<file path="src/rtl/wisc_pkg.sv">
// Shared WISC definitions: opcodes, branch conditions, flag bit positions, write masks.
// Latency: n/a (types and pure functions only).
// Backpressure: n/a.
package wisc_pkg;

  typedef enum logic [3:0] {
    OP_ADD    = 4'b0000,
    OP_SUB    = 4'b0001,
    OP_XOR    = 4'b0010,
    OP_RED    = 4'b0011,
    OP_SLL    = 4'b0100,
    OP_SRA    = 4'b0101,
    OP_ROR    = 4'b0110,
    OP_PADDSB = 4'b0111,
    OP_LW     = 4'b1000,
    OP_SW     = 4'b1001,
    OP_LHB    = 4'b1010,
    OP_LLB    = 4'b1011,
    OP_B      = 4'b1100,
    OP_BR     = 4'b1101,
    OP_PCS    = 4'b1110,
    OP_HLT    = 4'b1111
  } opcode_e;

  typedef enum logic [2:0] {
    CCC_NE = 3'b000,
    CCC_EQ = 3'b001,
    CCC_GT = 3'b010,
    CCC_LT = 3'b011,
    CCC_GE = 3'b100,
    CCC_LE = 3'b101,
    CCC_OV = 3'b110,
    CCC_UN = 3'b111
  } ccc_e;

  // Flag vector is {N,V,Z}
  localparam int FLAG_N = 2;
  localparam int FLAG_V = 1;
  localparam int FLAG_Z = 0;

  // Which flag bits an opcode is allowed to write; shifts and XOR only touch Z.
  function automatic logic [2:0] flag_mask(input logic [3:0] op);
    logic [2:0] m;
    m = 3'b000;
    case (op)
      OP_ADD, OP_SUB:                 m = 3'b111;
      OP_XOR, OP_SLL, OP_SRA, OP_ROR: m = 3'b001;
      default:                        m = 3'b000;
    endcase
    return m;
  endfunction

endpackage

</file>
<file path="src/rtl/flag_cond.sv">
// Branch condition evaluator: decides taken/not-taken from a ccc field and {N,V,Z}.
// Latency: purely combinational, zero cycles.
// Backpressure: none.
// Ports: ccc (condition code), flags ({N,V,Z}) -> taken.
module flag_cond
  import wisc_pkg::*;
(
  input  logic [2:0] ccc,
  input  logic [2:0] flags,
  output logic       taken
);

  logic n;
  logic v;
  logic z;

  always_comb begin
    n     = flags[FLAG_N];
    v     = flags[FLAG_V];
    z     = flags[FLAG_Z];
    taken = 1'b0;
    case (ccc)
      CCC_NE: taken = ~z;
      CCC_EQ: taken = z;
      CCC_GT: taken = ~z & ~n;
      CCC_LT: taken = n;
      CCC_GE: taken = z | ~n;
      CCC_LE: taken = n | z;
      CCC_OV: taken = v;
      CCC_UN: taken = 1'b1;
      default: taken = 1'b0;
    endcase
  end

endmodule

</file>
<file path="src/rtl/flag_ctrl.sv">
// Flag register controller: tracks the flag writer in EX, merges partial flag writes, resolves ID branches, freezes after HLT.
// Latency: flag setter in ID at t drives flag_we at t+1; branch resolves same cycle (FWD=1) or after one stall cycle (FWD=0).
// Backpressure: stall_in/flush insert an EX bubble; flag_stall holds ID when FWD=0 and a branch waits on an in-flight write.
// Ports: clk, rst (async, active-high); ID: id_valid, id_opcode, id_ccc, stall_in, flush;
//        EX/Flag: ex_alu_flags, flag_q -> flag_we, flag_new; branch: flag_stall, br_valid, br_taken; halted.
module flag_ctrl
  import wisc_pkg::*;
#(
  parameter int FWD = 1
) (
  input  logic       clk,
  input  logic       rst,
  input  logic       id_valid,
  input  logic [3:0] id_opcode,
  input  logic [2:0] id_ccc,
  input  logic       stall_in,
  input  logic       flush,
  input  logic [2:0] ex_alu_flags,
  input  logic [2:0] flag_q,
  output logic       flag_we,
  output logic [2:0] flag_new,
  output logic       flag_stall,
  output logic       br_valid,
  output logic       br_taken,
  output logic       halted
);

  localparam logic FWD_EN = (FWD != 0);

  typedef enum logic {
    ST_RUN    = 1'b0,
    ST_HALTED = 1'b1
  } state_e;

  state_e     state_q, state_d;
  logic       ex_valid_q, ex_valid_d;
  logic [2:0] ex_mask_q, ex_mask_d;

  logic       id_br;
  logic       advance;
  logic [2:0] eff_flags;
  logic       cond_taken;

  flag_cond u_cond (
    .ccc   (id_ccc),
    .flags (eff_flags),
    .taken (cond_taken)
  );

  always_comb begin
    halted     = (state_q == ST_HALTED);

    // Unmasked bits come from the live register so Z-only writers keep N and V.
    flag_we    = ex_valid_q & (|ex_mask_q);
    flag_new   = (ex_alu_flags & ex_mask_q) | (flag_q & ~ex_mask_q);

    // Bypass the in-flight write so a branch right behind a setter needs no stall.
    eff_flags  = (FWD_EN && flag_we) ? flag_new : flag_q;

    id_br      = id_valid & ((id_opcode == OP_B) | (id_opcode == OP_BR)) & ~halted;
    flag_stall = id_br & flag_we & ~FWD_EN;
    br_valid   = id_br & ~flag_stall & ~stall_in & ~flush;
    // Held low when nothing resolves so downstream never sees a stale taken.
    br_taken   = br_valid & cond_taken;

    // Instruction leaves ID into EX; any hold or squash sends a bubble instead.
    advance    = id_valid & ~stall_in & ~flag_stall & ~flush & ~halted;
    ex_valid_d = advance;
    ex_mask_d  = flag_mask(id_opcode);

    state_d    = state_q;
    case (state_q)
      ST_RUN:    if (advance && (id_opcode == OP_HLT)) state_d = ST_HALTED;
      ST_HALTED: state_d = ST_HALTED;
      default:   state_d = ST_RUN;
    endcase
  end

  always_ff @(posedge clk or posedge rst) begin
    if (rst) begin
      state_q    <= ST_RUN;
      ex_valid_q <= 1'b0;
      ex_mask_q  <= 3'b000;
    end else begin
      state_q    <= state_d;
      ex_valid_q <= ex_valid_d;
      ex_mask_q  <= ex_mask_d;
    end
  end

endmodule

</file>
<file path="config.mk">
export PLATFORM = sky130hd
export DESIGN_NAME = flag_ctrl
export DESIGN_NICKNAME = d
export VERILOG_FILES = /design/src/rtl/wisc_pkg.sv /design/src/rtl/flag_cond.sv /design/src/rtl/flag_ctrl.sv
export SDC_FILE = /design/constraint.sdc
export NUM_CORES = 1
export LEC_CHECK = 0
export BUFFER_PORTS_ARGS = -buffer_cell sky130_fd_sc_hd__buf_2
export CAP_MARGIN = 20
export CORE_AREA = 4 4 41 43
export CTS_CLUSTER_DIAMETER = 60
export CTS_CLUSTER_SIZE = 8
export DETAILED_ROUTE_END_ITERATION = 6
export DIE_AREA = 0 0 45 47
export MAX_ROUTING_LAYER = met4
export PLACE_DENSITY_LB_ADDON = 0.15
export SYNTH_ARGS = -nofsm -noshare
export SYNTH_HDL_FRONTEND = slang
export SYNTH_SLANG_ARGS = --single-unit
</file>
<file path="constraint.sdc">
create_clock -name clk -period 1.3 [get_ports clk]
set_input_delay 0.065 -clock clk [delete_from_list [all_inputs] [get_ports clk]]
set_output_delay 0.065 -clock clk [all_outputs]
set_load 0.02 [all_outputs]
</file>
# Word level (Yosys, flattened, before mapping)
# Cells that the tools add are included.
word_totals:
  regBits: 5
  inputBits: 18
  word_cells: 51
  romBits: 0
  latchBits: 0
  output_inout_bits: 8
  ram_bits: 0
  mem_count: 0
classes:
  magnitude_cmp: 0
  n_eq_ne: 15
  n_shift: 0
  n_reduce_logical: 6
  n_mux: 5
  div: 0
  bitwise: 22
  n_addsub: 0
  multipliers: 0
ops:
  columns: ["cell", "n"]
  rows:
  - ["$eq 3x3->1 const B", 4]
  - ["$eq 4x3->1 const B", 3]
  - ["$eq 4x4->1 const B", 3]
  - ["$and 1x1->1", 10]
  - ["$pmux 1 s8", 1]
  - ["$and 3x3->3", 2]
  - ["$eq 3x2->1 const B", 2]
  - ["$pmux 3 s2", 1]
  - ["$not 1->1", 5]
  - ["$eq 4x1->1 const B", 1]
  - ["$eq 4x2->1 const B", 1]
  - ["$logic_not 4->1", 1]
  - ["$reduce_or 4->1", 1]
  - ["$eq 3x1->1 const B", 1]
  - ["$logic_not 3->1", 1]
  - ["$mux 3", 1]
  - ["$not 3->3", 1]
  - ["$or 1x1->1", 3]
  - ["$or 3x3->3", 1]
  - ["$reduce_or 3->1", 1]
  - ["$pmux 1 s2", 1]
  - ["$reduce_or 2->1", 1]
  - ["$logic_and 1x1->1", 1]
  - ["$mux 1", 1]

# Logic depth before layout (Yosys ltp)
# Gate-level depths: netlist (run 1).
logic_depth:
  ltp_word: 8
  mapped_depth: 4
  mapped_depth_nobuf: 4

# Modules after synthesis
# Synthesis (run 1) repeated with hierarchy kept, for this count alone.
unflattened:
  cells_unflattened: 36
  hier_area_um2: 342.8
modules_own_cells:
  columns: ["mod", "cells_per_inst", "seq_area_each_um2", "instances", "area_per_inst_um2"]
  rows:
  - ["flag_ctrl", 25, 100.1, 1, 266.5]
  - ["flag_cond", 11, 0.0, 1, 76.3]

# Worst setup path after synthesis (run 1)
# OpenSTA, ideal clock, no wires.
synth_path:
  kind: "register -> output"
  from: "reg state_q (netlist: halted)"
  to: "out br_taken"
  t_required_ns: 1.235
  path_buffers: 0
  stages_incl_launch_ff: 5
  path_slack_ns: -0.302
  t_arrival_ns: 1.537
  path_cell_list: "dfrtp_1 nor4b_4 and4b_4 nand4b_1 o21ai_1"
synth_between:
  elab_chain_cells: 5
synth_lines:
  columns: ["element", "line_no", "text"]
  rows:
  - ["start, declared", "flag_ctrl.sv:35", "state_e state_q, state_d;"]
  - ["start signal, assigned", "flag_ctrl.sv:85", "state_q <= state_d;"]
  - ["$not 1->1", null, null]
  - ["$and 1x1->1", "flag_ctrl.sv:60", "id_br = id_valid & ((id_opcode == OP_B) | (id_opcode == OP_BR)) & ~halted;"]
  - ["$and 1x1->1 (2 in series)", "flag_ctrl.sv:62", "br_valid = id_br & ~flag_stall & ~stall_in & ~flush;"]
  - ["net br_valid", "flag_ctrl.sv:23", "output logic br_valid,"]
  - ["$and 1x1->1", "flag_ctrl.sv:64", "br_taken = br_valid & cond_taken;"]
  - ["end, declared", "flag_ctrl.sv:24", "output logic br_taken,"]
# The timed path passes the listed nets, and every way through them passes these cells.

# Final worst setup path (run 1)
layout_path:
  from: "reg ex_valid_q"
  to: "out br_taken"
layout_between:
  elab_chain_cells: 6
  word_cells_on_any_way: 9
  cone_classes: "2 x mux; 7 x bitwise"
layout_lines:
  columns: ["element", "line_no", "text"]
  rows:
  - ["start, declared", "flag_ctrl.sv:36", "logic ex_valid_q, ex_valid_d;"]
  - ["start signal, assigned", "flag_ctrl.sv:86", "ex_valid_q <= ex_valid_d;"]
  - ["$and 1x1->1 *", "flag_ctrl.sv:54", "flag_we = ex_valid_q & (|ex_mask_q);"]
  - ["$mux 3 *", "flag_ctrl.sv:58", "eff_flags = (FWD_EN && flag_we) ? flag_new : flag_q;"]
  - ["$not 1->1 (on tied branches)", "flag_cond.sv:25, flag_cond.sv:27, flag_cond.sv:23", null]
  - ["$or 1x1->1 / $and 1x1->1 (equally long branches)", "flag_cond.sv:27, flag_cond.sv:25", null]
  - ["$pmux 1 s8 *", "flag_cond.sv:22", "case (ccc)"]
  - ["$and 1x1->1 *", "flag_ctrl.sv:64", null]
# Every way passes the cells marked *; elsewhere a longest branch is shown, timed or not.

==> results.md, run 1 <==
* Worst endpoint data arrival time at approximately 1.6 ns
* CP max FO at 5
* CTS tree: done
* Tcrit/Tclk final at 1.274
* R2R depth at 4
* Sw Share at 0.2797
* Post-Syn Instances at 36
* Final Worst Setup Slack at -0.3567 ns
* HP Class: in2reg
* NetSw at 0.1287 mW
* Worst vdd ir at around 650 µV
* P&R area growth vs syn at 78.29%
* Ys Warns at 0
* CTS max path bufs at 2
* Die area at between 2000 and 2500 µm²
* Syn Nets at 54
* Vias in the first global route at approximately 420
* Reg2reg end: halted$_DFF_PP0_
* Vias per cell at roughly 5
* Minimum clock period at 1.657 ns
* Logic pwr share at 0.326
* Dpl cells at about 80
* Root buffer selected by CTS: clkbuf_4
* TritonRoute pass-1 iters at 4
* Starting DRC count in detailed routing at 8
* Setup TNS at -0.4944 ns
* Status: finished, violations left
* Endpoint class of the critical path: primary output
* CP peak stage delay at 0.41 ns
* CP max stage cell: dfrtp_1
* Cell-by-cell trace of the critical path: and3_4 > or3_4 > o2111ai_2 > o21ai_2 > buf_6
* Core area at 1301 µm²
* CP delay by family, top: simple AND/OR/NAND/NOR gates
* Initial antenna violation count at 0
* GRT overflow at 0
* Worst setup SP type: flop
* WP buf/inv at 1
* # port buffers at 24
* Global-route wire length before repair at between 1500 and 2000 µm
* Register area share after synthesis at 0.2847
* Worst-Skew Late Latency at approximately 0.23 ns
* Maxcap violations at 0
* H-tree levels at 1
* DP Area at between 500 and 600 µm²
* Number of diodes at 0
* Clk pwr share at 0.353
* Crit Path Class: reg2out
* Largest net degree at the start of global routing at 6
* Initial core utilization at 0.2702
* Die Ht at 47 µm
* Syn_area_per_cell at around 10 µm²
* Global Route Usage Sum at 0.1066
* Hold EP: ex_mask_q[0]$_DFF_PP0_
* Netlist cell types at 24
* Final nets at 90
* Placer's final routability congestion estimate at between 0.7 and 0.8
* Sequential Power Share at 0.320
* Layout cell share with drive strength beyond 1 at 0.7183
* Final count of negative-setup-slack endpoints at 2
* Die Wd at between 40 and 50 µm
* Drt drc at 0
* Finished Cell Area at 626.9 µm²
* Min-delay src: id_opcode[0]
* Synth top area share at 0.2847
* Clock buffer count from CTS at 3
* Max Slew Vio Count at 0
* Clock Skews at 0.004499 ns
* Area contributors post-synth: dfrtp_1 (28%), mux2_2 (13%), nor4b_4 (6.8%)
* Worst path depth at 5
* Seq cells post-synth at 4
* WL per Instance at between 10 and 15 µm
* Setup WS pre-CTS at -0.2106 ns
* Internal power at roughly 0.33 mW
* Post-DRT Antenna Nets at 0
* Syn Std Cell Area at between 300 and 400 µm²
* Total power at 0.4603 mW
* Data required, critical path at around 1.2 ns
* Non-filler instance count after layout at between 80 and 90
* Clock sinks at 4
* Hold path depth at 2
* Core Util, Final at 0.4817
* Violated checks: negative setup slack
* Most area-hungry cell type in the Yosys netlist: dfrtp_1
* RSZ-0062 raised after global routing: yes
* Vias at roughly 430
* Drt total wl at approximately 960 µm
* Max Clk Rate at between 0.6 and 0.7 GHz
* Floorplan row count at 13
* Reg2reg setup slack at ~0.14 ns
* Hold WS at 0.01699 ns
* Final hold viol count at 0
* Detail Placement HPWL at between 700 and 800 µm
* Top-Level Pins at 26
* Leak at 0.3027 nW
* Start of the worst register-to-register path: halted$_DFF_PP0_
* Clock-pin slew on the worst setup and hold paths at 0.04 ns
* PwrDens at 734.3 nW/µm²
[layout by cell type (no fill, tap or decap), types with 2 or more instances in the layout]
| master | instances |
|---|---|
| clkbuf_4 | 3 |
| nor3_1 | 2 |
| dfrtp_1 | 3 |
| buf_4 | 5 |
| and3_2 | 2 |
| nand2_1 | 2 |
| o21ai_0 | 2 |
| buf_6 | 4 |
| a21boi_1 | 2 |
| buf_2 | 22 |
| mux2_2 | 4 |
| o21a_1 | 2 |
[repair_timing]
item | 4_1_cts | 5_1_grt
hold buffers | 1 | 0
setup endpoints to repair | 2 | 4
setup buffers | 3 | 0
pin swaps | 1 | 3
gates resized for setup | 11 | 2
hold endpoints to repair | 4 | 0
[sequential cells by signal, summed over array words and instances (netlist names)]
register	flops
ex_mask_q	2
ex_valid_q	1
halted	1
[worst max path at each step]
| stage | startpoint | end | slack (ns) |
|---|---|---|---|
| floorplan | halted$_DFF_PP0_ | br_taken | -0.15 |
| global placement | ex_valid_q$_DFF_PP0_ | br_taken | -0.22 |
| detailed placement | ex_valid_q$_DFF_PP0_ | br_taken | -0.21 |
| CTS | ex_valid_q$_DFF_PP0_ | br_taken | -0.36 |
| global route | ex_valid_q$_DFF_PP0_ | br_taken | -0.46 |
| finish | ex_valid_q$_DFF_PP0_ | br_taken | -0.36 |
[cells in the mapped netlist (all sizes together)]
library cell,n
dfrtp,4
mux2,4
and3,3
o21ai,3
a21boi,2
nand2,2
nor3,2
o21a,2
a21oi,1
a31o,1
and2b,1
and4b,1
buf,1
conb,1
inv,1
nand4b,1
nor4b,1
o2111ai,1
o22ai,1
o41ai,1
or3,1
or3b,1
[layout make-up]
class,instances,area [µm²]
fill,144,674.4
multi-input combinational,30,274.0
sequential,4,101.3
clock buffer,4,26.28
timing repair buffer,32,202.7
inverter,1,3.754
tap,15,18.77
[kinds of logic (layout without fill, tap and decap cells)]
group	Yosys count	after routing	synth area share
other	1	1	0.01067
flip-flops	4	4	0.2847
multiplexers	4	4	0.1281
AO/OA/AOI/OAI	12	12	0.2348
AND/OR/NAND/NOR	13	13	0.3096
buffers and inverters	2	37	0.03203
[routing by layer]
metal,up-vias,GRT usage,share of wire
li1,213,-,-
met1,194,0.1152,0.37
met2,23,0.1751,0.52
met3,2,0.03831,0.090
met4,0,0.04678,0.015
met5,-,-,0
[worst reg2reg max path: cells and delay by family, from the launching register on]
family,cells,cell delay (ns)
AO/OA/AOI/OAI,1,0.14
flip-flops,1,0.41
buffers and inverters,1,0.15
AND/OR/NAND/NOR,2,0.39
[power groups by stage]
| stage | Clock, mW | Combinational [mW] | Sequential (mW) |
|---|---|---|---|
| 2_1_floorplan | 0 | 0.0586 | 0.157 |
| 6_report | 0.163 | 0.150 | 0.147 |
| 3_5_place_dp | 0 | 0.125 | 0.150 |
| 4_1_cts | 0.170 | 0.150 | 0.147 |
| 3_3_place_gp | 0 | 0.126 | 0.150 |
| 5_1_grt | 0.183 | 0.166 | 0.149 |
Note: power is estimated with default switching activity, not from simulation.
==> inputs of run 2 (changes only) <==
--- a/config.mk
+++ b/config.mk
@@ -8,6 +8,7 @@
 export BUFFER_PORTS_ARGS = -buffer_cell sky130_fd_sc_hd__buf_2
 export CAP_MARGIN = 20
 export CORE_AREA = 4 4 41 43
+export CTS_BUF_LIST = sky130_fd_sc_hd__clkbuf_8
 export CTS_CLUSTER_DIAMETER = 60
 export CTS_CLUSTER_SIZE = 8
 export DETAILED_ROUTE_END_ITERATION = 6
==> results.md, run 2 (same netlist as run 1, synthesis figures left out) <==
* Fill cells at 144 (unchanged)
* Minimum clock period at 1.653 ns (-0.003488 ns)
* Final hold viol count at 0 (unchanged)
* CTS tree: done
* Vias at 408 (-5.6%)
* # port buffers at 24 (unchanged)
* WL per Instance at 11.14 µm (about the same)
* R2R depth at 4 (unchanged)
* Vias in the first global route at 407 (-3.6%)
* Layout cell share with drive strength beyond 1 at 0.7143 (-0.004024)
* Violated checks: negative setup slack
* Initial core utilization at 0.2702 (unchanged)
* Finished Cell Area at 638.1 µm² (+1.8%)
* GRT overflow at 0 (unchanged)
* Total power at 0.5577 mW (+21%)
* CP startpoint: ex_valid_q$_DFF_PP0_
* Status: finished, violations left
* Final Worst Setup Slack at -0.3532 ns (+0.003488 ns)
* Commonest cells after routing, fill and taps aside: buf_2 (22), mux2_2 (4), buf_6 (4), buf_4 (4)
* Final count of negative-setup-slack endpoints at 2 (unchanged)
* Data required, critical path at 1.24 ns (about the same)
* Worst setup path endpoint: br_taken
* Placer's final routability congestion estimate at 0.7361 (unchanged)
* Floorplan row count at 13 (unchanged)
* Worst-Skew Late Latency at 0.21 ns (-0.02 ns)
* Clock Skews at 0.003635 ns (-0.0008640 ns)
* Setup WS pre-CTS at -0.2106 ns (unchanged)
* H-tree levels at 1 (unchanged)
* Maxcap violations at 0 (unchanged)
* Die Ht at 47 µm (unchanged)
* P&R area growth vs syn at 81.49%
* Final nets at 89 (-1.1%)
* Clock buffer count from CTS at 3 (unchanged)
* Largest net degree at the start of global routing at 7 (+1)
* Reg2reg setup slack at 0.14 ns (about the same)
* Worst vdd ir at 723.5 µV (+11%)
* Starting DRC count in detailed routing at 6 (-2)
* Die area at 2115 µm² (unchanged)
* Reg with most FFs: ex_mask_q
* PwrDens at 873.9 nW/µm² (+19%)
* Max Slew Vio Count at 0 (unchanged)
* Drt drc at 0 (unchanged)
* Core area at 1301 µm² (unchanged)
* Global-route wire length before repair at 1545 µm (-3.9%)
* Worst setup SP type: flop
* DP Area at 518.0 µm² (unchanged)
* Endpoint class of the critical path: primary output
* Tcrit/Tclk final at 1.272 (-0.002683)
* Clock-pin slew on the worst setup and hold paths at 0.03 ns (about the same)
* CTS max path bufs at 2 (unchanged)
* TritonRoute pass-1 iters at 2 (-2)
* Number of diodes at 0 (unchanged)
* Top-Level Pins at 26 (unchanged)
* Most common cell after layout, fill and taps aside: buf_2
* Flip-flop count of the largest register after layout at 2 (unchanged)
* CP max FO at 6 (+1)
* Reg2reg end: halted$_DFF_PP0_
* Crit Path Class: reg2out
* Die Wd at 45 µm (unchanged)
* Global Route Usage Sum at 0.1025 (-0.004098)
* Initial antenna violation count at 0 (unchanged)
* Post-DRT Antenna Nets at 0 (unchanged)
* RSZ-0062 raised after global routing: yes
* HP Class: in2reg
* Root buffer selected by CTS: clkbuf_8
* Drt total wl at 947 µm (-1.3%)
* Clock sinks at 4 (unchanged)
* Detail Placement HPWL at 745.2 µm (unchanged)
* Max Clk Rate at 0.6049 GHz (+0.21%)
* Start of the worst register-to-register path: halted$_DFF_PP0_
* Leak at 0.3093 nW (+2.2%)
* Vias per cell at 4.800 (-4.4%)
* Min-delay src: id_opcode[0]
* Worst endpoint data arrival time at 1.59 ns (about the same)
## run 2: report_power, final
group | switching [mW] | leakage, nW | internal (mW) | total (mW)
Sequential | 0.0110 | 0.0505 | 0.137 | 0.148
Combinational | 0.0697 | 0.232 | 0.0783 | 0.148
Clock | 0.0607 | 0.0269 | 0.201 | 0.262
## run 2: worst min path at each step
stage / slack (ns) / depth (start not counted) / endpoint
2_1_floorplan: -0.17 / 1 / ex_mask_q[0]$_DFF_PP0_
3_3_place_gp: -0.05 / 2 / ex_mask_q[0]$_DFF_PP0_
3_5_place_dp: -0.05 / 2 / ex_mask_q[0]$_DFF_PP0_
4_1_cts: 0.03 / 2 / ex_mask_q[1]$_DFF_PP0_
5_1_grt: 0.04 / 2 / ex_mask_q[1]$_DFF_PP0_
6_report: 0.04 / 2 / ex_mask_q[0]$_DFF_PP0_
## run 2: metrics by stage
| step | hold WS [ns] | setup TNS [ns] | std cells | utilization |
|---|---|---|---|---|
| after detailed placement | -0.05325 | -0.2106 | 78 | 0.3981 |
| after global placement | -0.05266 | -0.2192 | 78 | 0.3981 |
| after CTS | 0.03188 | -0.4832 | 85 | 0.4875 |
| after global routing | 0.04040 | -0.6486 | 85 | 0.4904 |
| after floorplan | -0.1690 | -0.1533 | 36 | - |
| final | 0.03681 | -0.4698 | 85 | 0.4904 |
## run 2: critical path, cell delays in order, from the launching register on
cell	delay, ns
dfrtp_1	0.42
and3_4	0.20
or3_4	0.37
o2111ai_2	0.18
o21ai_2	0.08
buf_6	0.13
## run 2: final cells by class
class | instances | area, µm² | share of cell area
Clock inverter | 1 | 3.754 | 0.005882
Tap cell | 15 | 18.77 | 0.02941
Timing Repair Buffer | 31 | 195.2 | 0.3059
Inverter | 1 | 3.754 | 0.005882
Clock buffer | 3 | 41.29 | 0.06471
Sequential cell | 4 | 101.3 | 0.1588
Multi-Input combinational cell | 30 | 274.0 | 0.4294
## run 2: what timing repair did
action / 4_1_cts / 5_1_grt
hold buffers: 1 / 0
endpoints found under the setup margin: 2 / 4
pin swaps: 1 / 3
cloned: 0 / 0
setup buffers: 2 / 0
endpoints found under the hold margin: 4 / 0
gates resized for setup: 11 / 2
## run 2: layer usage
layer,global-route usage,up-vias,routed length (µm)
met5,-,-,0
met4,0.03509,0,0
met3,0.03448,0,77
met2,0.1638,16,497
met1,0.1198,182,372
li1,-,210,-
==> inputs of run 3 (changes only) <==
--- a/config.mk
+++ b/config.mk
@@ -15,6 +15,8 @@
 export DIE_AREA = 0 0 45 47
 export MAX_ROUTING_LAYER = met4
 export PLACE_DENSITY_LB_ADDON = 0.15
+export REMOVE_ABC_BUFFERS = 1
 export SYNTH_ARGS = -nofsm -noshare
 export SYNTH_HDL_FRONTEND = slang
+export SYNTH_HIERARCHICAL = 1
 export SYNTH_SLANG_ARGS = --single-unit
==> constraint.sdc (replaced) <==
create_clock -name clk -period 2.1 [get_ports clk]
set_input_delay 0.105 -clock clk [delete_from_list [all_inputs] [get_ports clk]]
set_output_delay 0.105 -clock clk [all_outputs]
set_load 0.02 [all_outputs]
==> results.md, run 3 <==
* Status: finished, violations left
* Violated checks: negative setup slack
* PwrDens at 587.0 nW/µm² (-33%)
* H-tree levels at 1 (unchanged)
* Post-DRT Antenna Nets at 0 (unchanged)
* R2R depth at 2 (-2)
* Synth top area share at 0.2920 (+0.007273)
* Start of the worst register-to-register path: halted$_DFF_PP0_
* WL per Instance at 10.00 µm (-10%)
* Crit Path Class: reg2out
* Floorplan row count at 13 (unchanged)
* Starting DRC count in detailed routing at 3 (-3)
* Endpoint class of the critical path: primary output
* RSZ-0062 raised after global routing: yes
* Vias in the first global route at 370 (-9.1%)
* Worst vdd ir at 272.0 µV (-62%)
* Post-Syn Instances at 36 (unchanged)
* Core area at 1301 µm² (unchanged)
* Die Ht at 47 µm (unchanged)
* Area contributors post-synth: dfrtp_1 (29%), mux2_2 (20%), nor4_4 (6.2%)
* Top-Level Pins at 26 (unchanged)
* Global-route wire length before repair at 1400 µm (-9.4%)
* Final nets at 87 (-2.2%)
* Synth top cells by count: mux2_2 (6), inv_1 (5), dfrtp_1 (4)
* Non-filler instance count after layout at 82 (-3.5%)
* HP Class: in2reg
* Cell-by-cell trace of the critical path: buf_6 > mux2_4 > mux2_4 > nand2_2 > mux2i_1 > a21oi_1 > o21a_1 > inv_2 > nor4_4 > buf_4
* Min-delay src: id_opcode[2]
* Max Slew Vio Count at 0 (unchanged)
* Vias at 360 (-12%)
* Hold WS at 0.08274 ns (+0.04593 ns)
* Hold path depth at 2 (unchanged)
* Register area share after synthesis at 0.2920 (+0.007273)
* Clock Skews at 0.0001479 ns (-0.003487 ns)
* Final Worst Setup Slack at -0.04306 ns (+0.3102 ns)
* Minimum clock period at roughly 2.1 ns
* Placer's final routability congestion estimate at 0.6808 (-7.5%)
* Drt total wl at 820 µm (-13%)
* Clock buffer count from CTS at 3 (unchanged)
* Tcrit/Tclk final at 1.021
* Commonest cells after routing, fill and taps aside: buf_2 (23), mux2_2 (4), inv_1 (4), dfrtp_1 (4), buf_4 (4)
* Syn Std Cell Area at 342.8 µm² (-2.5%)
* Reg2reg setup slack at 0.90 ns (+0.76 ns)
* Hold EP: ex_mask_q[1]$_DFF_PP0_
* CTS max path bufs at 2 (unchanged)
* Leak at 0.3119 nW (+0.83%)
* Most common cell after layout, fill and taps aside: buf_2
* Crit path top cell by count: mux2_4
* Root buffer selected by CTS: clkbuf_8
* Count leader, synth: mux2_2
* Syn_area_per_cell at 9.523 µm² (-2.5%)
* CTS tree: done
* Asr flop ratio synth at 1.000 (unchanged)
* Largest net degree at the start of global routing at 6 (-1)
* Vias per cell at 4.390 (-8.5%)
* Drt drc at 0 (unchanged)
* Ys Warns at 6 (+6)
* Reg with most FFs: ex_mask_q
* Finished Cell Area at 571.8 µm² (-10%)
* Clock-pin slew on the worst setup and hold paths at 0.03 ns (about the same)
* Worst-Skew Late Latency at 0.21 ns (about the same)
* CP max FO at 3 (-3)
* Die area at 2115 µm² (unchanged)
* Initial antenna violation count at 0 (unchanged)
* Clock sinks at 4 (unchanged)
* Final count of negative-setup-slack endpoints at 1 (-1)
* Layout cell share with drive strength beyond 1 at 0.6269 (-0.08742)
* Data required, critical path at 2.00 ns (+0.76 ns)
* Dpl cells at 76 (-2.6%)
* CP peak stage delay at 0.37 ns (-0.05 ns)
* Initial core utilization at 0.2635 (-0.006730)
* Core Util, Final at 0.4394 (-0.05096)
* Worst setup SP type: flop
* Netlist cell types at 19 (-21%)
* Detail Placement HPWL at 686 µm (-7.9%)
* Max Clk Rate at 0.4666 GHz
* Seq cells post-synth at 4 (unchanged)
* Setup TNS at -0.04306 ns (+0.4267 ns)
* Worst endpoint data arrival time at 2.04 ns (+0.45 ns)
* CP max stage cell: dfrtp_1
* Maxcap violations at 0 (unchanged)
* Flip-flop count of the largest register after layout at 2 (unchanged)
* Die Wd at 45 µm (unchanged)
* GRT overflow at 0 (unchanged)
* Number of diodes at 0 (unchanged)
* P&R area growth vs syn at 66.79%
* DP Area at 489.2 µm² (-5.6%)
* Dominant synthesized flop cell: dfrtp_1
* Most area-hungry cell type in the Yosys netlist: dfrtp_1
* # port buffers at 24 (unchanged)
* Global Route Usage Sum at 0.09730 (-0.005157)
* Post-synth EDFFs at 0 (unchanged)
* Reg2reg end: halted$_DFF_PP0_
* Final hold viol count at 0 (unchanged)
* TritonRoute pass-1 iters at 3 (+1)
-- run 3: cell types whose count changed in the layout (fill, tap and decap cells not counted), sizes merged, moves of 2 or more --
cell / delta
inv: +3
mux2: +2
and3: -3
buf: -2
mux2i: +2
a21boi: -2
-- run 3: timing repair --
action / CTS / global route
hold buffers: 1 / 0
endpoints found under the hold margin: 4 / 0
setup buffers: 2 / 0
resized for setup: 7 / 0
endpoints found under the setup margin: 1 / 1
pin swaps: 3 / 0
-- run 3: cells by family (layout without fill, tap and decap cells) --
kind of cell | count (synthesis) | after routing | synth area share
compound gates | 7 | 7 | 0.1278
buf+inv | 6 | 37 | 0.07666
flops | 4 | 4 | 0.2920
mux | 8 | 8 | 0.2555
other cells | 1 | 1 | 0.01094
simple gates | 10 | 10 | 0.2373
-- run 3: worst max-delay path, delay by kind of cell (launching register included) --
family | cells | cell delay, ns
mux | 3 | 0.65
flops | 1 | 0.37
buf+inv | 3 | 0.33
compound gates | 2 | 0.28
simple gates | 2 | 0.18
-- run 3: how the worst max path moves through the flow --
| stage | start | to | slack, ns | cells past startpoint |
|---|---|---|---|---|
| floorplan | ex_mask_q[1]$_DFF_PP0_ | br_taken | 0.06 | 7 |
| global placement | ex_mask_q[1]$_DFF_PP0_ | br_taken | 0.06 | 10 |
| detailed placement | ex_mask_q[1]$_DFF_PP0_ | br_taken | 0.04 | 10 |
| CTS | ex_mask_q[1]$_DFF_PP0_ | br_taken | -0.06 | 10 |
| global route | ex_mask_q[1]$_DFF_PP0_ | br_taken | -0.19 | 9 |
| finish | ex_mask_q[1]$_DFF_PP0_ | br_taken | -0.04 | 10 |
-- run 3: layer usage --
metal / vias up / track usage / routed length [µm]
li1: 189 / - / -
met1: 153 / 0.1030 / 338
met2: 18 / 0.1441 / 375
met3: 0 / 0.01916 / 106
met4: 0 / 0.1053 / 0
met5: - / - / 0
-- run 3: cell type report --
type                            instances  area (µm²)
Tap cell                               15       18.77
Inverter                                5       18.77
Clock buffer                            3       41.29
Sequential cell                         4       100.1
Multi-Input combinational cell         26       226.5
Timing Repair Buffer                   29       166.4
Fill cell                             147       729.5
-- run 3: power by group --
group          leakage, nW  switching [mW]  internal, mW
clock               0.0216          0.0361         0.122
combinational        0.239          0.0449        0.0443
sequential          0.0518         0.00443        0.0841
total                0.312          0.0853         0.250
-- run 3: stage by stage --
stage	power, mW	setup WS, ns
6_report	0.3356	-0.04306
5_1_grt	0.3619	-0.1926
4_1_cts	0.3421	-0.06186
3_5_place_dp	0.1721	0.03586
3_3_place_gp	0.1714	0.06218
2_1_floorplan	0.1359	0.06357
